$ cat src/rtl/memory_access_stage_pkg.sv
// memory_stage_pkg: shared funct3 encodings, FSM state and latched request type for the MEM stage
package memory_stage_pkg;
    localparam logic [2:0] F3_B  = 3'b000;
    localparam logic [2:0] F3_H  = 3'b001;
    localparam logic [2:0] F3_W  = 3'b010;
    localparam logic [2:0] F3_BU = 3'b100;
    localparam logic [2:0] F3_HU = 3'b101;
    typedef enum logic {IDLE, WAIT} state_t;
    typedef struct packed {
        logic [31:0] addr;
        logic [31:0] wdata;
        logic [3:0]  byteEn;
        logic        we;
        logic [2:0]  funct3;
        logic [4:0]  rd;
        logic        regWrite;
        logic        wbSel;
    } mem_req_t;
endpackage

$ cat src/rtl/memory_access_stage_if.sv
// memory_access_stage_if: data-memory valid/ready bus
// master (stage): drives dmemReq/dmemWe/dmemAddr/dmemWdata/dmemByteEn, samples dmemReady/dmemRdata
// slave (memory): drives dmemReady/dmemRdata
interface memory_access_stage_if;
    logic        dmemReq;
    logic        dmemWe;
    logic [31:0] dmemAddr;
    logic [31:0] dmemWdata;
    logic [3:0]  dmemByteEn;
    logic        dmemReady;
    logic [31:0] dmemRdata;
    modport master(output dmemReq, dmemWe, dmemAddr, dmemWdata, dmemByteEn, input dmemReady, dmemRdata);
    modport slave(input dmemReq, dmemWe, dmemAddr, dmemWdata, dmemByteEn, output dmemReady, dmemRdata);
endinterface

$ cat src/rtl/memory_access_stage_align.sv
// load_store_align: store lane replication/byte enables, access legality, and load extraction/extension
// store side: storeData, funct3, addrLo, isStore -> wdata, byteEn, fault
// load side:  rdata, ldFunct3, ldAddrLo -> loadData
module load_store_align
    import memory_stage_pkg::*;
(
    input  logic [31:0] storeData,
    input  logic [2:0]  funct3,
    input  logic [1:0]  addrLo,
    input  logic        isStore,
    output logic [31:0] wdata,
    output logic [3:0]  byteEn,
    output logic        fault,
    input  logic [31:0] rdata,
    input  logic [2:0]  ldFunct3,
    input  logic [1:0]  ldAddrLo,
    output logic [31:0] loadData
);
    logic       legal;
    logic       misaligned;
    logic [7:0] b;
    logic [15:0] h;
    always_comb begin
        legal = isStore ? (funct3 inside {F3_B, F3_H, F3_W}) : (funct3 inside {F3_B, F3_H, F3_W, F3_BU, F3_HU});
        misaligned = (funct3[1:0] == 2'b01 && addrLo[0]) || (funct3[1:0] == 2'b10 && addrLo != 2'b00);
        fault = !legal || misaligned;
        byteEn = funct3[1:0] == 2'b00 ? 4'b0001 << addrLo : funct3[1:0] == 2'b01 ? 4'b0011 << addrLo : 4'b1111;
        wdata = funct3[1:0] == 2'b00 ? {4{storeData[7:0]}} : funct3[1:0] == 2'b01 ? {2{storeData[15:0]}} : storeData;
        b = rdata[{ldAddrLo, 3'b000} +: 8];
        h = ldAddrLo[1] ? rdata[31:16] : rdata[15:0];
        loadData = ldFunct3 == F3_B  ? {{24{b[7]}}, b} :
                   ldFunct3 == F3_BU ? {24'b0, b} :
                   ldFunct3 == F3_H  ? {{16{h[15]}}, h} :
                   ldFunct3 == F3_HU ? {16'b0, h} : rdata;
    end
endmodule

$ cat src/rtl/memory_access_stage.sv
// memory_access_stage: MEM pipeline stage issuing data-memory accesses and registering MEM/WB results
// in:  clk, rst_n, exValid, aluResult, storeData, funct3, memRead, memWrite, regWriteIn, rdIn, wbSelIn
// bus: dmem (master modport of memory_access_stage_if)
// out: memStall, wbValid, aluData, memoryData, writeBackMemoryOrAlu, regWrite, rd, misalignedFault
module memory_access_stage
    import memory_stage_pkg::*;
#(
    parameter int DATA_WIDTH = 32,
    parameter int ADDR_WIDTH = 32
) (
    input  logic        clk,
    input  logic        rst_n,
    input  logic        exValid,
    input  logic [31:0] aluResult,
    input  logic [31:0] storeData,
    input  logic [2:0]  funct3,
    input  logic        memRead,
    input  logic        memWrite,
    input  logic        regWriteIn,
    input  logic [4:0]  rdIn,
    input  logic        wbSelIn,
    memory_access_stage_if.master dmem,
    output logic        memStall,
    output logic        wbValid,
    output logic [31:0] aluData,
    output logic [31:0] memoryData,
    output logic        writeBackMemoryOrAlu,
    output logic        regWrite,
    output logic [4:0]  rd,
    output logic        misalignedFault
);
    if (DATA_WIDTH != 32 || ADDR_WIDTH != 32) begin : g_width_check
        $error("memory_access_stage supports only 32-bit data and address");
    end
    state_t      state;
    mem_req_t    lat;
    mem_req_t    fresh;
    mem_req_t    cur;
    logic        memAcc;
    logic        alignFault;
    logic        fault;
    logic        memOp;
    logic        complete;
    logic [31:0] wdata;
    logic [31:0] loadData;
    logic [3:0]  byteEn;
    // load extraction follows the request actually on the bus (latched while waiting)
    load_store_align u_align (
        .storeData(storeData),
        .funct3(funct3),
        .addrLo(aluResult[1:0]),
        .isStore(memWrite),
        .wdata(wdata),
        .byteEn(byteEn),
        .fault(alignFault),
        .rdata(dmem.dmemRdata),
        .ldFunct3(cur.funct3),
        .ldAddrLo(cur.addr[1:0]),
        .loadData(loadData)
    );
    always_comb begin
        memAcc = exValid && (memRead || memWrite);
        fault = memAcc && alignFault;
        memOp = memAcc && !alignFault;
        fresh = '{addr: aluResult, wdata: wdata, byteEn: byteEn, we: memWrite, funct3: funct3,
                  rd: rdIn, regWrite: regWriteIn, wbSel: wbSelIn};
        cur = state == WAIT ? lat : fresh;
        // gated by rst_n so the request drops the instant reset asserts
        dmem.dmemReq = rst_n && (state == WAIT || memOp);
        dmem.dmemWe = dmem.dmemReq && cur.we;
        dmem.dmemAddr = dmem.dmemReq ? {cur.addr[31:2], 2'b00} : '0;
        dmem.dmemWdata = dmem.dmemReq && cur.we ? cur.wdata : '0;
        dmem.dmemByteEn = dmem.dmemReq ? cur.byteEn : '0;
        // a ready without a request is ignored
        complete = dmem.dmemReq && dmem.dmemReady;
        memStall = dmem.dmemReq && !dmem.dmemReady;
    end
    always_ff @(posedge clk or negedge rst_n) begin
        if (!rst_n) begin
            state <= IDLE;
            lat <= '0;
            wbValid <= 1'b0;
            aluData <= '0;
            memoryData <= '0;
            writeBackMemoryOrAlu <= 1'b0;
            regWrite <= 1'b0;
            rd <= '0;
            misalignedFault <= 1'b0;
        end else begin
            if (state == IDLE && memOp && !dmem.dmemReady) begin
                state <= WAIT;
                lat <= fresh;
            end else if (complete) begin
                state <= IDLE;
            end
            if (memStall) begin
                wbValid <= 1'b0;
                regWrite <= 1'b0;
                misalignedFault <= 1'b0;
            end else begin
                wbValid <= state == WAIT || exValid;
                aluData <= cur.addr;
                memoryData <= complete && !cur.we ? loadData : '0;
                writeBackMemoryOrAlu <= cur.wbSel;
                regWrite <= cur.regWrite && (state == WAIT || (exValid && !fault));
                rd <= cur.rd;
                misalignedFault <= state == IDLE && fault;
            end
        end
    end
endmodule

$ cat src/flat_wrapper.sv
// flat-port wrapper written by rule: the top's interface ports become plain ports
module memory_access_stage_flat import memory_stage_pkg::*;
#(
    parameter int DATA_WIDTH = 32,
    parameter int ADDR_WIDTH = 32
)
  (clk, rst_n, exValid, aluResult, storeData, funct3, memRead, memWrite, regWriteIn, rdIn, wbSelIn, memStall, wbValid, aluData, memoryData, writeBackMemoryOrAlu, regWrite, rd, misalignedFault, dmem_dmemReq, dmem_dmemWe, dmem_dmemAddr, dmem_dmemWdata, dmem_dmemByteEn, dmem_dmemReady, dmem_dmemRdata);
  memory_access_stage_if dmem_i ();
  input  logic clk;
  input  logic rst_n;
  input  logic exValid;
  input  logic [31:0] aluResult;
  input  logic [31:0] storeData;
  input  logic [2:0] funct3;
  input  logic memRead;
  input  logic memWrite;
  input  logic regWriteIn;
  input  logic [4:0] rdIn;
  input  logic wbSelIn;
  output logic memStall;
  output logic wbValid;
  output logic [31:0] aluData;
  output logic [31:0] memoryData;
  output logic writeBackMemoryOrAlu;
  output logic regWrite;
  output logic [4:0] rd;
  output logic misalignedFault;
  output wire logic [$bits(dmem_i.dmemReq)-1:0] dmem_dmemReq;
  output wire logic [$bits(dmem_i.dmemWe)-1:0] dmem_dmemWe;
  output wire logic [$bits(dmem_i.dmemAddr)-1:0] dmem_dmemAddr;
  output wire logic [$bits(dmem_i.dmemWdata)-1:0] dmem_dmemWdata;
  output wire logic [$bits(dmem_i.dmemByteEn)-1:0] dmem_dmemByteEn;
  input wire logic [$bits(dmem_i.dmemReady)-1:0] dmem_dmemReady;
  input wire logic [$bits(dmem_i.dmemRdata)-1:0] dmem_dmemRdata;
  assign dmem_dmemReq = dmem_i.dmemReq;
  assign dmem_dmemWe = dmem_i.dmemWe;
  assign dmem_dmemAddr = dmem_i.dmemAddr;
  assign dmem_dmemWdata = dmem_i.dmemWdata;
  assign dmem_dmemByteEn = dmem_i.dmemByteEn;
  assign dmem_i.dmemReady = dmem_dmemReady;
  assign dmem_i.dmemRdata = dmem_dmemRdata;
  memory_access_stage #(.DATA_WIDTH(DATA_WIDTH), .ADDR_WIDTH(ADDR_WIDTH)) u_core (.clk(clk), .rst_n(rst_n), .exValid(exValid), .aluResult(aluResult), .storeData(storeData), .funct3(funct3), .memRead(memRead), .memWrite(memWrite), .regWriteIn(regWriteIn), .rdIn(rdIn), .wbSelIn(wbSelIn), .dmem(dmem_i), .memStall(memStall), .wbValid(wbValid), .aluData(aluData), .memoryData(memoryData), .writeBackMemoryOrAlu(writeBackMemoryOrAlu), .regWrite(regWrite), .rd(rd), .misalignedFault(misalignedFault));
endmodule
$ cat config.mk
export PLATFORM = sky130hd
export DESIGN_NAME = memory_access_stage_flat
export DESIGN_NICKNAME = d
export VERILOG_FILES = /design/src/rtl/memory_access_stage_pkg.sv /design/src/rtl/memory_access_stage_if.sv /design/src/rtl/memory_access_stage_align.sv /design/src/rtl/memory_access_stage.sv /design/src/flat_wrapper.sv
export SDC_FILE = /design/constraint.sdc
export NUM_CORES = 1
export LEC_CHECK = 0
export ABC_AREA = 1
export CAP_MARGIN = 40
export CORE_ASPECT_RATIO = 0.5
export CORE_MARGIN = 5
export CORE_UTILIZATION = 48
export DETAILED_ROUTE_END_ITERATION = 8
export GPL_TIMING_DRIVEN = 0
export MAX_ROUTING_LAYER = met4
export PLACE_DENSITY = 0.81
export SKIP_LAST_GASP = 1
export SYNTH_ARGS = -nofsm -noshare
export SYNTH_HDL_FRONTEND = slang
export SYNTH_SLANG_ARGS = --single-unit
$ cat constraint.sdc
create_clock -name clk -period 2.4 [get_ports clk]
set_input_delay 0.48 -clock clk [delete_from_list [all_inputs] [get_ports clk]]
set_output_delay 0.48 -clock clk [all_outputs]
set_load 0.01 [all_outputs]
Yosys cells after proc, flatten, opt, wreduce, memory -nomap -nowiden
Cells that the tools add are included.
{ "word_totals": {"register_bits": 153, "latch_bits": 0, "mem_bits_rw": 0, "mem_bits_ro": 0, "output_inout_bits": 144, "memories": 0} }
{ "classes": {"n_addsub": 0, "multipliers": 0, "n_div": 0, "n_lt_le_gt_ge": 0, "eq_ne": 9, "shifts": 3, "muxes": 20, "bitwise": 1, "n_reduce_logical": 33} }
{ "ops": {"columns": ["operator", "count"], "rows": [
  ["$mux 32", 9],
  ["$mux 79", 1],
  ["$shiftx 32x6->8", 1],
  ["$mux 16", 1],
  ["$logic_and 1x1->1", 15],
  ["$eq 3x3->1 const B", 4],
  ["$mux 4", 3],
  ["$eq 3x1->1 const B", 2],
  ["$logic_not 3->1", 2],
  ["$logic_or 1x1->1", 6],
  ["$mux 1", 6],
  ["$logic_not 1->1", 5],
  ["$reduce_bool 5->1", 1],
  ["$reduce_bool 2->1", 2],
  ["$shl 1x2->4 const A", 1],
  ["$shl 2x2->4 const A", 1],
  ["$eq 3x2->1 const B", 1],
  ["$reduce_bool 3->1", 1],
  ["$eq 2x1->1 const B", 1],
  ["$eq 2x2->1 const B", 1],
  ["$logic_not 2->1", 1],
  ["$not 1->1", 1]
]} }

Depth between registers and ports, before layout
Gate-level depths: netlist of run 1.
{ "logic_depth": {"ltp_word": 12, "depth_mapped": 12} }

Hierarchy
A second synthesis of run 1 with hierarchy kept.
{ "hier_totals": {"cells_unflattened": 1315, "area_unflattened_um2": 9172.5} }
{ "modules_own_cells": {"columns": ["mod", "instances", "cells_per_inst", "area_each_um2"], "rows": [
  ["memory_access_stage", 1, 941, 7485.9],
  ["load_store_align", 1, 374, 1686.6]
]} }

Worst setup path after synthesis of run 1
No wires, ideal clock.
{ "synth_timing": {"kind": "in2out", "start": "input port aluResult[1]", "end": "output port dmem_dmemWdata[30]", "arrival_time_ns": 1.742, "setup_slack_ns": 0.178, "cell_stages": 11, "n_path_buf": 1, "path_cell_list": "inv_1 > ha_1 > nand3_1 > nand2_1 > nand3_1 > nand2_2 > nand2_4 > inv_2 > nand2_1 > buf_2 > a21oi_1"} }
{ "synth_between": {"elab_chain_len": 10} }
{ "synth_rtl": {"columns": ["element", "line_no", "rtl"], "rows": [
  ["start, declared", "flat_wrapper.sv:12", "input logic [31:0] aluResult;"],
  ["$reduce_bool 2->1", "memory_access_stage_align.sv:25", "misaligned = (funct3[1:0] == 2'b01 && addrLo[0]) || (funct3[1:0] == 2'b10 && addrLo != 2'b00);"],
  ["$logic_and 1x1->1", "memory_access_stage_align.sv:25", null],
  ["$logic_or 1x1->1", "memory_access_stage_align.sv:25", null],
  ["$logic_or 1x1->1", "memory_access_stage_align.sv:26", "fault = !legal || misaligned;"],
  ["$logic_not 1->1", "memory_access_stage.sv:64", "memOp = memAcc && !alignFault;"],
  ["$logic_and 1x1->1", "memory_access_stage.sv:64", null],
  ["$logic_or 1x1->1", "memory_access_stage.sv:69", "dmem.dmemReq = rst_n && (state == WAIT || memOp);"],
  ["$logic_and 1x1->1", "memory_access_stage.sv:69", null],
  ["via dmem_dmemReq", "flat_wrapper.sv:28", "output wire logic [$bits(dmem_i.dmemReq)-1:0] dmem_dmemReq;"],
  ["$logic_and 1x1->1", "memory_access_stage.sv:72", "dmem.dmemWdata = dmem.dmemReq && cur.we ? cur.wdata : '0;"],
  ["$mux 32", "memory_access_stage.sv:72", null],
  ["end, declared", "flat_wrapper.sv:31", "output wire logic [$bits(dmem_i.dmemWdata)-1:0] dmem_dmemWdata;"]
]} }
The timed path passes the listed nets, and every way through them passes these cells.

Worst setup path after layout of run 1
{ "layout_timing": {"start": "input port funct3[2]", "end": "register u_core.lat[9] (netlist bit)"} }
{ "layout_between": {"elab_chain_len": 9, "elab_cells_between_ends": 14, "classes_between": "4 x eq/ne; 1 x mux; 9 x reduce/logical"} }
{ "layout_rtl": {"columns": ["element", "line_no", "rtl"], "rows": [
  ["start, declared", "flat_wrapper.sv:14", "input logic [2:0] funct3;"],
  ["$eq 3x1->1 (tied with other cells)", "memory_access_stage_align.sv:24", "legal = isStore ? (funct3 inside {F3_B, F3_H, F3_W}) : (funct3 inside {F3_B, F3_H, F3_W, F3_BU, F3_HU});"],
  ["$reduce_bool 5->1 / $reduce_bool 3->1 (equally long branches)", "memory_access_stage_align.sv:24", null],
  ["$mux 1", "memory_access_stage_align.sv:24", null],
  ["$logic_not 1->1", "memory_access_stage_align.sv:26", null],
  ["$logic_or 1x1->1", "memory_access_stage_align.sv:26", null],
  ["$logic_not 1->1", "memory_access_stage.sv:64", null],
  ["$logic_and 1x1->1", "memory_access_stage.sv:64", null],
  ["$logic_and 1x1->1 (2 in a row)", "memory_access_stage.sv:90", "if (state == IDLE && memOp && !dmem.dmemReady) begin"],
  ["end signal, assigned", "memory_access_stage.sv:92", "lat <= fresh;"],
  ["end, declared", "memory_access_stage.sv:36", "mem_req_t lat;"]
]} }
Several ways; a longest one is shown, not always the timed one.
A chain may end at the register's enable or synchronous reset.

==> results of run 1 <==
-- through the flow --
stage / utilization / cells
after floorplan: - / 1163
after global placement: 0.653 / 1650
after detailed placement: 0.654 / 1651
after CTS: 0.723 / 1724
after global routing: 0.725 / 1732
final: 0.725 / 1732
-- final cells by class --
cell class	count	area, um^2
inverter	89	370
multi-input combinational	852	4180
clock buffer	17	425
clock inverter	15	178
sequential	153	3830
antenna	1	2.50
timing repair buffer	301	2730
fill	1298	4790
buffer	70	612
tap	234	293
-- worst max-delay path: stages --
cell and delay (ps):
clkbuf_2 120, inv_2 50, buf_4 130, buf_4 130, buf_4 130, buf_4 120, buf_4 120, buf_4 130
buf_4 130, buf_4 130, buf_4 130, buf_4 120, buf_4 130, buf_4 130, buf_4 120, buf_4 120
buf_4 120, buf_4 120, o21ai_1 160
-- metal layers --
layer | up-vias | share of wire | GRT usage
met4 | 0 | 0.035 | 0.113
met2 | 551 | 0.47 | 0.485
met3 | 112 | 0.080 | 0.0437
li1 | 4323 | - | -
met5 | - | 0 | -
met1 | 4523 | 0.41 | 0.402
-- power by group through the flow --
stage | Sequential, W | Combinational, W | Clock, W
global placement | 0.00385 | 0.00421 | 0
global route | 0.00400 | 0.00534 | 0.00287
detailed placement | 0.00388 | 0.00431 | 0
finish | 0.00392 | 0.00494 | 0.00274
floorplan | 0.00394 | 0.00239 | 0
CTS | 0.00386 | 0.00466 | 0.00274
-- what timing repair did --
item,CTS,global route
hold buffers,1,0
endpoints found under the setup margin,83,69
endpoints found under the hold margin,36,0
gates resized for setup,322,97
setup buffers,34,6
cloned,6,1
pin swaps,11,10
-- flip-flops by register name (all words and copies together) (netlist names) --
name and flops:
u_core.aluData 32, u_core.lat 79, u_core.memoryData 32, u_core.misalignedFault 1, u_core.rd 5, u_core.regWrite 1, u_core.state 1, u_core.wbValid 1
u_core.writeBackMemoryOrAlu 1
-- cell families after synthesis --
logic type / share of synthesized area
AND/OR/NAND/NOR: 0.312
other: 0.000440
AO/OA/AOI/OAI: 0.105
flip-flops: 0.449
adder cells (fa/ha/maj): 0.00587
multiplexers: 0.0352
buffers and inverters: 0.0923
-- worst max-delay path by stage --
stage                                   from                         to  slack [ps]  cells past startpoint
CTS                 u_core.state$_DFFE_PN0P_          dmem_dmemAddr[14]         -30                      6
global placement                       rst_n         dmem_dmemWdata[24]       -6460                      7
finish                             funct3[2]  u_core.lat[9]$_DFFE_PN0P_         -50                     19
detailed placement              aluResult[1]         dmem_dmemWdata[25]       -1360                     13
floorplan                       aluResult[1]         dmem_dmemWdata[30]         180                     11
global route        u_core.state$_DFFE_PN0P_          dmem_dmemAddr[24]         -50                      7
-- cells in the final DEF, fill, tap and decap left out, drive strengths merged --
master and count:
o21bai 1, bufbuf 2, dfrtp 153, inv 92, o22ai 3, nand3 65, clkdlybuf4s50 176, nand2 513
nand4 7, diode 1, o21ai 102, buf 147, clkinv 11, dlygate4sd2 3, or2 3, o211ai 13
nor2 57, a21oi 51, clkinvlp 1, ha 4, a21boi 1, conb 2, clkdlybuf4s15 2, mux2i 30
clkbuf 58
==> flow_metrics.env, run 1 <==
export IMPL_htreeDepth=4
export IMPL_start_kind="input port"
export IMPL_wl_mm=32.2
export IMPL_drive_gt1_frac=0.198
export IMPL_syn_mean_instance_area_um2=7.34
export IMPL_yosysMostFrequentCell="nand2_1"
export IMPL_crit_path_max_fanout=3
export IMPL_violations="hold timing, setup timing"
export IMPL_ios=256
export IMPL_fin_skew_ps=11.3
export IMPL_placed_cell_area_mm2=0.0114
export IMPL_clock_sinks=153
export IMPL_status="finished with violations"
export IMPL_synth_top_cell_area_share=0.449
export IMPL_synth_yosys_seq_area_share=0.449
export IMPL_tritoncts="done"
export IMPL_rsz0062_at_grt="yes"
export IMPL_drt_initial_drc_count=945
export IMPL_ys_flop_type="dfrtp_1"
export IMPL_internal_power_w=0.00700
export IMPL_slew_headroom=0.614
export IMPL_p_seq_frac=0.338
export IMPL_cts_buffer_depth=2
export IMPL_io_buffers=253
export IMPL_ys_top_cells_by_area="dfrtp_1 (45%), nand2_1 (22%), o21ai_0 (4.3%), nand3_1 (3.6%), inv_1 (3.5%)"
export IMPL_critPathArrivalTime_ps=2800
export IMPL_drt_first_pass_iters=6
export IMPL_dpl_hpwl_mm=21.5
export IMPL_dr_total_vias=9509
export IMPL_cp_end_kind="register"
export IMPL_ys_types=31
export IMPL_power_w=0.0116
export IMPL_gp_congestion=0.973
export IMPL_setup_worst_path_class="input port to register"
export IMPL_swShare=0.397
export IMPL_final_cell_area_mm2=0.0126
export IMPL_pwr_density_cell_mw_per_mm2=920
export IMPL_worstMarginPinSlew_ps=580
export IMPL_start_util=0.490
export IMPL_dieWidth_um=199
export IMPL_nNetsFinal=1600
export IMPL_p_leak_nw=6.49
export IMPL_gr_total_overflow=0
export IMPL_synth_area_leader_cell="dfrtp_1"
export IMPL_synth_seq_cells=153
export IMPL_power_switching_w=0.00460
export IMPL_die_h_um=104
export IMPL_clock_fmax_mhz=407
export IMPL_hold_slack_ps=-4.20
export IMPL_reg2reg_depth=8
export IMPL_slew_violations=0
export IMPL_grt_pass1_vias=9164
export IMPL_grt_pass1_wl_mm=49.1
export IMPL_ir_drop_mv=0.558
export IMPL_grt_max_degree=42
export IMPL_dieArea_mm2=0.0207
export IMPL_clk_latency_ps=440
export IMPL_period_needed_ps=2450
export IMPL_area_growth_syn_to_layout_pct=47.9
export IMPL_row_count=34
export IMPL_grt_usage=0.305
export IMPL_cts_buffers=17
export IMPL_tns_ps=-143
export IMPL_synthArstFlopShare=1.00
export IMPL_clock_power_share=0.236
export IMPL_antenna_found_initial=1
export IMPL_syn_area_mm2=0.00853
export IMPL_r2r_end="u_core.lat[12]$_DFFE_PN0P_"
export IMPL_synth_warnings=0
export IMPL_pre_cts_ws_ps=-1360
export IMPL_routed_via_density=5.49
export IMPL_pwr_share_comb=0.426
export IMPL_wl_per_cell_um=18.6
export IMPL_r2r_slack_ps=310
export IMPL_worst_hold_path_type="input port to async pin"
export IMPL_rr_startpoint="u_core.state$_DFFE_PN0P_"
export IMPL_crit_required_ps=2750
export IMPL_cap_viol_max_count=0
export IMPL_synth_edff_count=0
export IMPL_syn_inst=1162
export IMPL_drc=0
export IMPL_fin_crit_sh=1.02
export IMPL_final_setup_viol_count=7
export IMPL_fin_ws_ps=-54.2
export IMPL_clkTransAtPathRegs_ps=70
export IMPL_synth_common_cells="nand2_1 (497), dfrtp_1 (153), inv_1 (80), o21ai_0 (73), nand3_1 (62)"
export IMPL_root_buffer="clkbuf_16"
export IMPL_core_mm2=0.0174
export IMPL_ant_nets=0
export IMPL_hold_viol=4
Power figures use the tool's default switching activity.
==> run 2: changes to the inputs <==
--- a/config.mk
+++ b/config.mk
@@ -15,6 +15,7 @@
 export MAX_ROUTING_LAYER = met4
 export PLACE_DENSITY = 0.81
 export SKIP_LAST_GASP = 1
+export SLEW_MARGIN = 20
 export SYNTH_ARGS = -nofsm -noshare
 export SYNTH_HDL_FRONTEND = slang
 export SYNTH_SLANG_ARGS = --single-unit
==> flow_metrics.env, run 2 (same netlist as run 1, synthesis figures left out) <==
export IMPL_fin_skew_ps=12.6
export IMPL_worstMarginPinSlew_ps=511
export IMPL_wl_per_cell_um=18.8
export IMPL_antenna_found_initial=2
export IMPL_p_leak_nw=6.52
export IMPL_final_cell_mix="nand2_1 (495), clkdlybuf4s50_1 (175), dfrtp_1 (153), inv_1 (76), o21ai_0 (72)"
export IMPL_wl_mm=32.6
export IMPL_top_register="u_core.lat"
export IMPL_largest_reg_flops=79
export IMPL_slew_violations=0
export IMPL_critical_path_top_delay_family="buffers and inverters"
export IMPL_crit_path_max_fanout=10
export IMPL_crit_required_ps=1920
export IMPL_fin_ws_ps=-62.8
export IMPL_max_stage_delay_ps=320
export IMPL_ir_drop_mv=0.633
export IMPL_dpl_hpwl_mm=21.4
export IMPL_status="finished with violations"
export IMPL_drc=0
export IMPL_drive_gt1_frac=0.211
export IMPL_gr_total_overflow=0
export IMPL_clock_sinks=153
export IMPL_period_needed_ps=2460
export IMPL_start_util=0.490
export IMPL_top_regs="u_core.lat x79, u_core.aluData x32, u_core.memoryData x32"
export IMPL_drt_first_pass_iters=6
export IMPL_nNetsFinal=1601
export IMPL_hold_viol=1
export IMPL_critPathArrivalTime_ps=1980
export IMPL_grt_pass1_vias=9286
export IMPL_tritoncts="done"
export IMPL_clk_latency_ps=430
export IMPL_ant_nets=0
export IMPL_grt_usage=0.312
export IMPL_setup_worst_path_class="input port to output port"
export IMPL_dieWidth_um=199
export IMPL_clkTransAtPathRegs_ps=70
export IMPL_power_w=0.0117
export IMPL_layout_commonest_cell="nand2_1"
export IMPL_worst_path_buf_inv=4
export IMPL_fin_crit_sh=1.03
export IMPL_slew_headroom=0.660
export IMPL_dieArea_mm2=0.0207
export IMPL_die_h_um=104
export IMPL_dp_cells=1651
export IMPL_final_cell_area_mm2=0.0127
export IMPL_post_layout_nonfiller_instances=1734
export IMPL_dr_total_vias=9495
export IMPL_core_mm2=0.0174
export IMPL_grt_max_degree=42
export IMPL_grt_pass1_wl_mm=50.0
export IMPL_io_buffers=253
export IMPL_pwr_density_cell_mw_per_mm2=917
export IMPL_root_buffer="clkbuf_16"
export IMPL_start_kind="input port"
export IMPL_final_setup_viol_count=16
export IMPL_htreeDepth=4
export IMPL_cap_viol_max_count=0
export IMPL_drt_initial_drc_count=986
export IMPL_cp_end_kind="output port"
export IMPL_slowest_stage="o211ai_1"
export IMPL_hold_slack_ps=-1.71
export IMPL_area_growth_syn_to_layout_pct=49.3
export IMPL_cts_buffer_depth=2
export IMPL_gp_congestion=0.973
export IMPL_clock_fmax_mhz=406
export IMPL_row_count=34
export IMPL_cts_buffers=17
export IMPL_worst_hold_path_type="input port to async pin"
export IMPL_violations="hold timing, setup timing"
export IMPL_ios=256
export IMPL_routed_via_density=5.48
export IMPL_placed_cell_area_mm2=0.0114
export IMPL_worstPathCellList="clkbuf_4, inv_2, nor2_4, clkinv_2, o211ai_1, nand2_1, a21oi_2, buf_2"
export IMPL_rsz0062_at_grt="yes"
[run 2: per-layer routing]
layer | global-route usage | part of all wire
met5 | - | 0
met4 | 0.114 | 0.038
met3 | 0.0456 | 0.081
met2 | 0.501 | 0.47
met1 | 0.406 | 0.41
[run 2: cell type report]
| class | instances | area [um^2] |
|---|---|---|
| Fill cell | 1277 | 4670 |
| Multi-Input combinational cell | 852 | 4260 |
| Sequential cell | 153 | 3830 |
| Timing Repair Buffer | 302 | 2760 |
| Buffer | 70 | 627 |
| Clock buffer | 17 | 425 |
| Inverter | 89 | 360 |
| Tap cell | 234 | 293 |
| Clock inverter | 15 | 176 |
| Antenna cell | 2 | 5.00 |
[run 2: what timing repair did]
item | 4_1_cts | 5_1_grt
gates cloned | 6 | 1
hold buffers | 1 | 0
pin swaps | 10 | 12
hold endpoints to repair | 36 | 0
setup buffers | 31 | 10
resized for setup | 362 | 91
endpoints found under the setup margin | 69 | 70
[run 2: final timing paths]
check | depth (start not counted) | slack (ps) | startpoint | end
hold reg to reg | 2 | 480 | u_core.lat[26]$_DFFE_PN0P_ | u_core.lat[26]$_DFFE_PN0P_
min in group clk | 3 | 400 | funct3[0] | u_core.lat[7]$_DFFE_PN0P_
setup reg to reg | 10 | 460 | u_core.state$_DFFE_PN0P_ | u_core.memoryData[14]$_DFFE_PN0P_
max in group asynchronous | 2 | 2030 | rst_n | u_core.memoryData[12]$_DFFE_PN0P_
setup / recovery | 8 | -60 | funct3[0] | dmem_dmemWdata[25]
hold / removal | 2 | -2 | rst_n | u_core.lat[37]$_DFFE_PN0P_
[run 2: where the power goes]
part | internal [W] | total, W | switching, W
clock network | 0.00141 | 0.00273 | 0.00132
logic | 0.00223 | 0.00502 | 0.00279
registers | 0.00340 | 0.00393 | 0.000528
[run 2: per-stage QoR]
stage	worst slack, ps	hold WS (ps)	utilization	TNS, ps
after floorplan	178	184	-	0
after global placement	-6460	453	0.653	-1660700
after detailed placement	-1370	458	0.655	-121130
after CTS	-58.7	10.9	0.721	-384
after global routing	-78.4	11.5	0.732	-1250
final	-62.8	-1.71	0.732	-410
==> run 3: changes to the inputs <==
--- a/config.mk
+++ b/config.mk
@@ -5,11 +5,9 @@
 export SDC_FILE = /design/constraint.sdc
 export NUM_CORES = 1
 export LEC_CHECK = 0
-export ABC_AREA = 1
-export CAP_MARGIN = 40
 export CORE_ASPECT_RATIO = 0.5
 export CORE_MARGIN = 5
-export CORE_UTILIZATION = 48
+export CORE_UTILIZATION = 47
 export DETAILED_ROUTE_END_ITERATION = 8
 export GPL_TIMING_DRIVEN = 0
 export MAX_ROUTING_LAYER = met4
==> flow_metrics.env, run 3 <==
export IMPL_crit_path_max_fanout=8
export IMPL_dr_total_vias=7748
export IMPL_ios=256
export IMPL_top_register="u_core.lat"
export IMPL_clock_sinks=153
export IMPL_gp_congestion=0.931
export IMPL_path_common_cell="buf_6"
export IMPL_diodes=0
export IMPL_syn_mean_instance_area_um2=10.0
export IMPL_critical_path_top_delay_family="buffers and inverters"
export IMPL_setup_worst_path_class="input port to output port"
export IMPL_fin_crit_sh=1.06
export IMPL_slowest_stage="a221oi_4"
export IMPL_start_util=0.485
export IMPL_max_stage_delay_ps=350
export IMPL_tns_ps=-2830
export IMPL_core_mm2=0.0166
export IMPL_power_w=0.00837
export IMPL_ys_top_cells_by_area="dfrtp_1 (48%), mux2i_1 (12%), mux2_1 (8.1%), nand2_1 (4.9%), nor2_1 (4.3%)"
export IMPL_drc=0
export IMPL_synth_yosys_seq_area_share=0.475
export IMPL_htreeDepth=4
export IMPL_ir_drop_mv=0.568
export IMPL_drt_first_pass_iters=5
export IMPL_ant_nets=0
export IMPL_worst_path_buf_inv=4
export IMPL_synth_edff_count=0
export IMPL_grt_pass1_vias=7871
export IMPL_final_cell_mix="clkdlybuf4s50_1 (176), dfrtp_1 (153), nand2_1 (106), mux2i_1 (66), buf_6 (65)"
export IMPL_crit_required_ps=1920
export IMPL_worst_hold_path_type="input port to async pin"
export IMPL_wl_mm=29.7
export IMPL_yosysMostFrequentCell="dfrtp_1"
export IMPL_routed_via_density=5.76
export IMPL_start_kind="input port"
export IMPL_synth_seq_cells=153
export IMPL_fin_skew_ps=7.57
export IMPL_synth_warnings=0
export IMPL_worstPathCellList="clkdlybuf4s15_1, a221oi_4, and4_4, o21ai_4, buf_8, buf_6, nor2_4, buf_6"
export IMPL_antenna_found_initial=0
export IMPL_die_h_um=103
export IMPL_reg2reg_depth=8
export IMPL_grt_usage=0.286
export IMPL_clk_latency_ps=440
export IMPL_final_setup_viol_count=50
export IMPL_root_buffer="clkbuf_16"
export IMPL_gr_total_overflow=0
export IMPL_rsz0062_at_grt="yes"
export IMPL_hold_viol=0
export IMPL_area_growth_syn_to_layout_pct=58.6
export IMPL_fin_ws_ps=-140
export IMPL_clock_fmax_mhz=394
export IMPL_dieArea_mm2=0.0200
export IMPL_drt_initial_drc_count=620
export IMPL_syn_inst=802
export IMPL_dieWidth_um=195
export IMPL_layout_commonest_cell="clkdlybuf4s50_1"
export IMPL_dpl_hpwl_mm=19.8
export IMPL_critPathArrivalTime_ps=2060
export IMPL_cts_buffer_depth=2
export IMPL_nNetsFinal=1222
export IMPL_synth_top_cell_area_share=0.475
export IMPL_syn_area_mm2=0.00806
export IMPL_p_leak_nw=5.64
export IMPL_drive_gt1_frac=0.270
export IMPL_worstMarginPinSlew_ps=695
export IMPL_synth_area_leader_cell="dfrtp_1"
export IMPL_period_needed_ps=2540
export IMPL_nFillCells=1054
export IMPL_hold_slack_ps=5.29
export IMPL_grt_max_degree=41
export IMPL_top_regs="u_core.lat x79, u_core.aluData x32, u_core.memoryData x32"
export IMPL_slew_headroom=0.528
export IMPL_r2r_end="u_core.memoryData[29]$_DFFE_PN0P_"
export IMPL_cp_end_kind="output port"
export IMPL_row_count=33
export IMPL_largest_reg_flops=79
export IMPL_cap_viol_max_count=0
export IMPL_cts_buffers=17
export IMPL_ys_flop_type="dfrtp_1"
export IMPL_pwr_density_cell_mw_per_mm2=655
export IMPL_synthArstFlopShare=1.00
export IMPL_io_buffers=251
export IMPL_wl_per_cell_um=22.0
export IMPL_violations="setup timing"
export IMPL_ys_types=51
export IMPL_tritoncts="done"
export IMPL_synth_common_cells="dfrtp_1 (153), nand2_1 (106), mux2i_1 (94), nor2_1 (92), a21oi_1 (60)"
export IMPL_status="finished with violations"
export IMPL_slew_violations=0
export IMPL_clkTransAtPathRegs_ps=60
export IMPL_r2r_slack_ps=0
export IMPL_grt_pass1_wl_mm=43.3
export IMPL_pre_cts_ws_ps=-1840
export IMPL_rr_startpoint="u_core.state$_DFFE_PN0P_"
[run 3: logic make-up (layout without fill, tap and decap cells)]
group | count (synthesis) | after routing | synth area share
other cells | 1 | 2 | 0.000465
buf+inv | 67 | 383 | 0.0401
fa+ha+maj | 4 | 4 | 0.00621
simple gates | 270 | 270 | 0.143
mux | 158 | 158 | 0.207
compound gates | 149 | 149 | 0.128
flops | 153 | 153 | 0.475
[run 3: worst reg2reg max path, stage by stage, from the launching register on]
cell,delay [ps]
dfrtp_1,400
buf_4,140
buf_4,140
mux2_4,350
mux2_4,340
a221oi_4,390
a211oi_4,160
buf_6,180
a22o_1,180
[run 3: timing repair]
action | 4_1_cts | 5_1_grt
endpoints found under the hold margin | 38 | 0
buffers inserted | 23 | 5
endpoints found under the setup margin | 220 | 69
resized for setup | 417 | 215
cloned | 5 | 2
hold buffers | 1 | 0
pin swaps | 31 | 33
[run 3: cell type report]
class                      instances  area [um^2]  share of cell area
buffer                            58          485              0.0380
clock buffer                      19          443              0.0347
inverter                           7         53.8             0.00421
timing repair buffer             286         2960               0.232
clock inverter                    13          138              0.0108
multi-input combinational        583         4590               0.359
sequential                       153         3830               0.300
tap                              227          284              0.0222
[run 3: worst max-delay path by stage]
stage,startpoint,endpoint,slack [ps],cells after the start
floorplan,aluResult[0],dmem_dmemAddr[10],10,8
global placement,rst_n,dmem_dmemWdata[30],-7170,5
detailed placement,aluResult[1],dmem_dmemAddr[7],-1840,10
CTS,aluResult[0],dmem_dmemWdata[17],-200,11
global route,storeData[5],dmem_dmemWdata[29],-220,6
finish,memWrite,dmem_dmemWdata[22],-140,8
[run 3: metrics by stage]
step,cell area [um^2],util,instances
final,12800,0.770,1346
after global routing,12800,0.770,1346
after CTS,11900,0.717,1342
after detailed placement,10900,0.656,1282
after global placement,10900,0.654,1281
after floorplan,8060,-,803
[run 3: layer usage]
metal  wire, um  share of wire  global-route usage  vias up
met5          0              0                   -        -
met4        893          0.030              0.0960        0
met3       2280          0.077              0.0722       68
met2      14600           0.49               0.468      378
met1      11900           0.40               0.353     3866
li1           -              -                   -     3436
[run 3: power breakdown]
| group | internal (W) | switching, W |
|---|---|---|
| clock | 0.00149 | 0.00121 |
| combinational | 0.00112 | 0.00114 |
| sequential | 0.00305 | 0.000351 |
| total | 0.00567 | 0.00270 |
==> patch 1, RTL diff (config.mk and constraints of run 3) <==
Reset style: synchronous (`rst_n`), changed in one clocked block.
--- a/src/rtl/memory_access_stage.sv
+++ b/src/rtl/memory_access_stage.sv
@@ -75,7 +75,7 @@
         complete = dmem.dmemReq && dmem.dmemReady;
         memStall = dmem.dmemReq && !dmem.dmemReady;
     end
-    always_ff @(posedge clk or negedge rst_n) begin
+    always_ff @(posedge clk) begin
         if (!rst_n) begin
             state <= IDLE;
             lat <= '0;
Behaviour: differs if rst_n is asserted again (counterexample within 4 cycles, from zero or initial values and one cycle with rst_n low); with rst_n held inactive, the same outputs for 4 cycles.
==> patch 1 against run 3 <==
- the flow still finishes with violations (negative setup slack)
- cell count is 2.6% higher
- sequential cell count did not move
- area after synthesis decreased by 7.7%
- register-to-register slack gained 160 ps
- final area fell by 7.1%
- total power shrank 18%
- highest routed layer unchanged
- critical path type unchanged
- worst setup slack better by 18 ps
- hold slack better by 390 ps
- routed wire length fell by 1.0%
==> patch 1: results (changes against run 3) <==
first-pass GRT wire length=42.6 mm (-1.6%); CP top delay family=compound AO/OA/AOI/OAI gates; Synth Area in Compound Gates=0.193 (+0.0654); Worst Hold Class=in2reg; post-synthesis mux area share=0.175 (-0.0322); max incr delay on CP=370 ps (+20 ps); largest net degree at the start of global routing=17 (-59%); status=complete, but fails checks; Synth Area in Adders=0.00673 (+0.000515); WL per Instance=21.2 um (-3.5%); post-synthesis sequential area ratio=0.412 (-0.0635); P_leak=4.54 nW (-20%); met1 WL=11.5 mm (-3.1%); setup tns final=-4730 ps (-1900 ps); crit path max fanout=7 (-1); Setup Skew=9.84 ps (+2.27 ps); Peak supply drop=0.558 mV (-1.8%); fin worst setup slack=-122 ps (+17.9 ps); Crit-path slowest cell=a221o_1; ys async rst share=0 (-1.00); DPL Wire Length=19.3 mm (-2.6%); nets=1282 (+4.9%); Detailed Route WL=29.3 mm (-1.0%); final setup violation count=65 (+30%); failing checks=negative setup slack; DR WL met3=2.51 mm (+10%); fraction of layout cells with a size suffix above 1=0.257 (-0.0124); violation count after the first detailed-route iteration=771 (+24%); Initial DRT Pass Iterations=6 (+1); critical path arrival=2040 ps (-20 ps); DR WL met2=14.2 mm (-2.6%)
## patch 1: cell types whose count changed after synthesis, sizes merged, moves of 13 or more
cell,before,now
o21ai,32,13
mux2,63,18
a21oi,61,99
a22o,24,10
nand2,106,151
nor3,39,8
o2bb2ai,0,46
dfxtp,0,153
nand3,14,0
nor2,93,121
mux2i,95,108
dfrtp,153,0
a211oi,5,22
## patch 1: final timing paths
| kind | to | slack [ps] | cells after the start |
|---|---|---|---|
| max | dmem_dmemAddr[9] | -120 | 10 |
| min | u_core.lat[9] | 390 | 3 |
| max reg2reg | u_core.memoryData[30] | 160 | 8 |
| min reg2reg | u_core.lat[76] | 460 | 2 |
## patch 1: through the flow
stage / area (um2) / hold WS [ps] / setup WS (ps)
6_report: 11900 / 391 / -122
4_1_cts: 11100 / 370 / -143
3_5_place_dp: 10200 / 445 / -1640
5_1_grt: 11900 / 375 / -159
2_1_floorplan: 7440 / 432 / 11.9
3_3_place_gp: 10200 / 441 / -1550
## patch 1: report_power, final
group          internal (mW)  switching, mW  leakage (nW)  total, mW
logic                  0.573          0.611          2.98       1.18
registers               2.62         0.0505          1.25       2.67
clock network           1.89           1.11         0.315       3.00
total                   5.09           1.77          4.54       6.86
## patch 1: area by class of cell
cell class	count	area, um2
clock buffer	19	453
fill	994	3590
multi-input combinational	636	4530
clock inverter	11	194
sequential	153	3060
timing repair buffer	278	2760
inverter	9	53.8
buffer	71	561
tap	204	255
## patch 1: cell families after synthesis
group	Yosys count
compound gates	209
simple gates	295
mux	126
flops	153
fa+ha+maj	4
buf+inv	82
other cells	1
## patch 1: what timing repair did
item | 4_1_cts | 5_1_grt
cloned | 4 | 3
resized for setup | 433 | 166
pin swaps | 34 | 32
setup buffers | 14 | 5
setup endpoints to repair | 215 | 83
==> patch 2, RTL diff (config.mk and constraints of run 3) <==
Without the edit above. Register the output `misalignedFault` once more, with the module's reset; this adds one clock of latency there. The other outputs are not delayed to match.
--- a/src/rtl/memory_access_stage.sv
+++ b/src/rtl/memory_access_stage.sv
@@ -29,6 +29,8 @@
     output logic [4:0]  rd,
     output logic        misalignedFault
 );
+
+    logic misalignedFault_s0;
     if (DATA_WIDTH != 32 || ADDR_WIDTH != 32) begin : g_width_check
         $error("memory_access_stage supports only 32-bit data and address");
     end
@@ -85,7 +87,7 @@
             writeBackMemoryOrAlu <= 1'b0;
             regWrite <= 1'b0;
             rd <= '0;
-            misalignedFault <= 1'b0;
+            misalignedFault_s0 <= 1'b0;
         end else begin
             if (state == IDLE && memOp && !dmem.dmemReady) begin
                 state <= WAIT;
@@ -96,7 +98,7 @@
             if (memStall) begin
                 wbValid <= 1'b0;
                 regWrite <= 1'b0;
-                misalignedFault <= 1'b0;
+                misalignedFault_s0 <= 1'b0;
             end else begin
                 wbValid <= state == WAIT || exValid;
                 aluData <= cur.addr;
@@ -104,9 +106,17 @@
                 writeBackMemoryOrAlu <= cur.wbSel;
                 regWrite <= cur.regWrite && (state == WAIT || (exValid && !fault));
                 rd <= cur.rd;
-                misalignedFault <= state == IDLE && fault;
+                misalignedFault_s0 <= state == IDLE && fault;
             end
         end
     end
+    always_ff @(posedge clk or negedge rst_n) begin
+        if (!rst_n) begin
+            misalignedFault <= '0;
+        end else begin
+            misalignedFault <= misalignedFault_s0;
+        end
+    end
+
 endmodule
 
Check against the original RTL: not equivalent (a bounded check fails within 4 cycles, from zero or initial values and one cycle with rst_n low).
==> patch 2 against run 3 <==
- the flow still finishes with violations (negative setup slack)
- critical path depth grew 4
- routed wire length grew 5.1%
- count of clock-buffer cells in the layout shrank 1
- sequential cell count grew 1
- final area grew 1.5%
- total power grew 1.3%
- area after synthesis grew 0.31%
- combinational power grew 4%
- clock power is essentially flat
- via count grew 2.1%
- worst setup slack lost 70 ps
==> patch 2: results (changes against run 3) <==
status=complete, but fails checks; failing checks=negative setup slack; largest net degree at the start of global routing=61 (+49%); Synth area leaders=dfrtp_1 (48%), mux2i_1 (12%), mux2_1 (8.1%); DR WL met2=15.2 mm (+3.7%); setup tns final=-4870 ps (-2030 ps); nets=1237 (+1.2%); first-pass GRT wire length=44.3 mm (+2.4%); gr usage total=0.294 (+0.00856); P_leak=5.77 nW (+2.2%); Synth Area in Adders=0.00619 (-0.0000192); vias per inst=5.81 (+0.97%); slew margin rel.=0.520 (-0.00709); NonClk Buf Share=0.279 (+0.00974); violation count after the first detailed-route iteration=678 (+9.4%); DR WL met3=2.84 mm (+25%); post-synthesis sequential area ratio=0.477 (+0.00162); fin worst setup slack=-209 ps (-69.8 ps); critical path arrival=2130 ps (+70 ps); Sink Count=154 (+0.65%); Clock-cell share=0.0449 (-0.000490); fraction of layout cells with a size suffix above 1=0.280 (+0.00966); Peak supply drop=0.593 mV (+4.5%); post-route cell area=13000 um2 (+1.5%); final setup violation count=52 (+4.0%); worst slack, placed=-1750 ps (+92.4 ps); Initial DRT Pass Iterations=5 (unchanged); Post-Syn Area=8080 um2 (+0.31%); placed inst area=10900 um2 (+0.23%); met1 WL=12.4 mm (+4.2%); fill cell count=989 (-6.2%); post-synthesis mux area share=0.207 (-0.000642); grt met3 use=0.0754 (+0.00326); WL per Instance=22.9 um (+3.9%); most common library cells after synthesis=dfrtp_1 (154), nand2_1 (106), mux2i_1 (94), nor2_1 (92), a21oi_1 (60); Multi-In Gates=583 (unchanged); buffers outside the clock class=358 (+4.1%); DPL Wire Length=20.1 mm (+1.7%); clkbuf count=18 (-1); Synth Area in Compound Gates=0.127 (-0.000396); Setup Skew=10.9 ps (+3.34 ps); fraction of area in multi-input gates=0.353 (-0.00607)
patch 2: cell count changes in the layout (fill, tap and decap cells not counted), sizes merged:
| cell | delta |
|---|---|
| buf | +7 |
| bufbuf | +1 |
| bufinv | -1 |
| clkbuf | +5 |
| clkinv | -1 |
| clkinvlp | -1 |
| dfrtp | +1 |
| inv | +4 |
patch 2: worst paths after layout:
path | from | to
max | aluResult[0] | dmem_dmemAddr[12]
max reg2reg | u_core.state | u_core.memoryData[23]
max in group asynchronous | rst_n | u_core.memoryData[17]
min | rst_n | u_core.memoryData[8]
min in group clk | u_core.misalignedFault_s0 | u_core.misalignedFault
min reg2reg | u_core.misalignedFault_s0 | u_core.misalignedFault
patch 2: metrics by stage:
stage | instances | hold slack, ps
6_report | 1361 | 12.3
5_1_grt | 1361 | 3.23
3_5_place_dp | 1283 | 353
2_1_floorplan | 804 | 184
3_3_place_gp | 1282 | 334
4_1_cts | 1350 | 1.98
patch 2: repair_timing:
action	in CTS	in global routing
pin swaps	36	34
endpoints found under the hold margin	60	0
hold buffers	1	0
setup endpoints to repair	218	79
gates resized for setup	460	171
cloned	9	2
buffers inserted	25	17
patch 2: critical path, cell delays in order:
cell and delay [ps]:
buf_12 120, clkinv_8 40, ha_4 140, nand2b_4 60, a221oi_4 290, buf_6 160
a31oi_4 120, clkbuf_16 200, buf_4 150, buf_12 140, nor2_4 100, buf_2 130
patch 2: logic make-up after synthesis:
kind of cell,after synthesis
AND/OR/NAND/NOR,270
multiplexers,158
flip-flops,154
AO/OA/AOI/OAI,149
buffers and inverters,67
adder cells (fa/ha/maj),4
other,1
patch 2: where the power goes:
part	internal, mW	leakage (nW)	switching [mW]	total, mW
clock	1.42	0.285	1.29	2.71
combinational	1.16	3.56	1.17	2.34
sequential	3.07	1.92	0.360	3.43
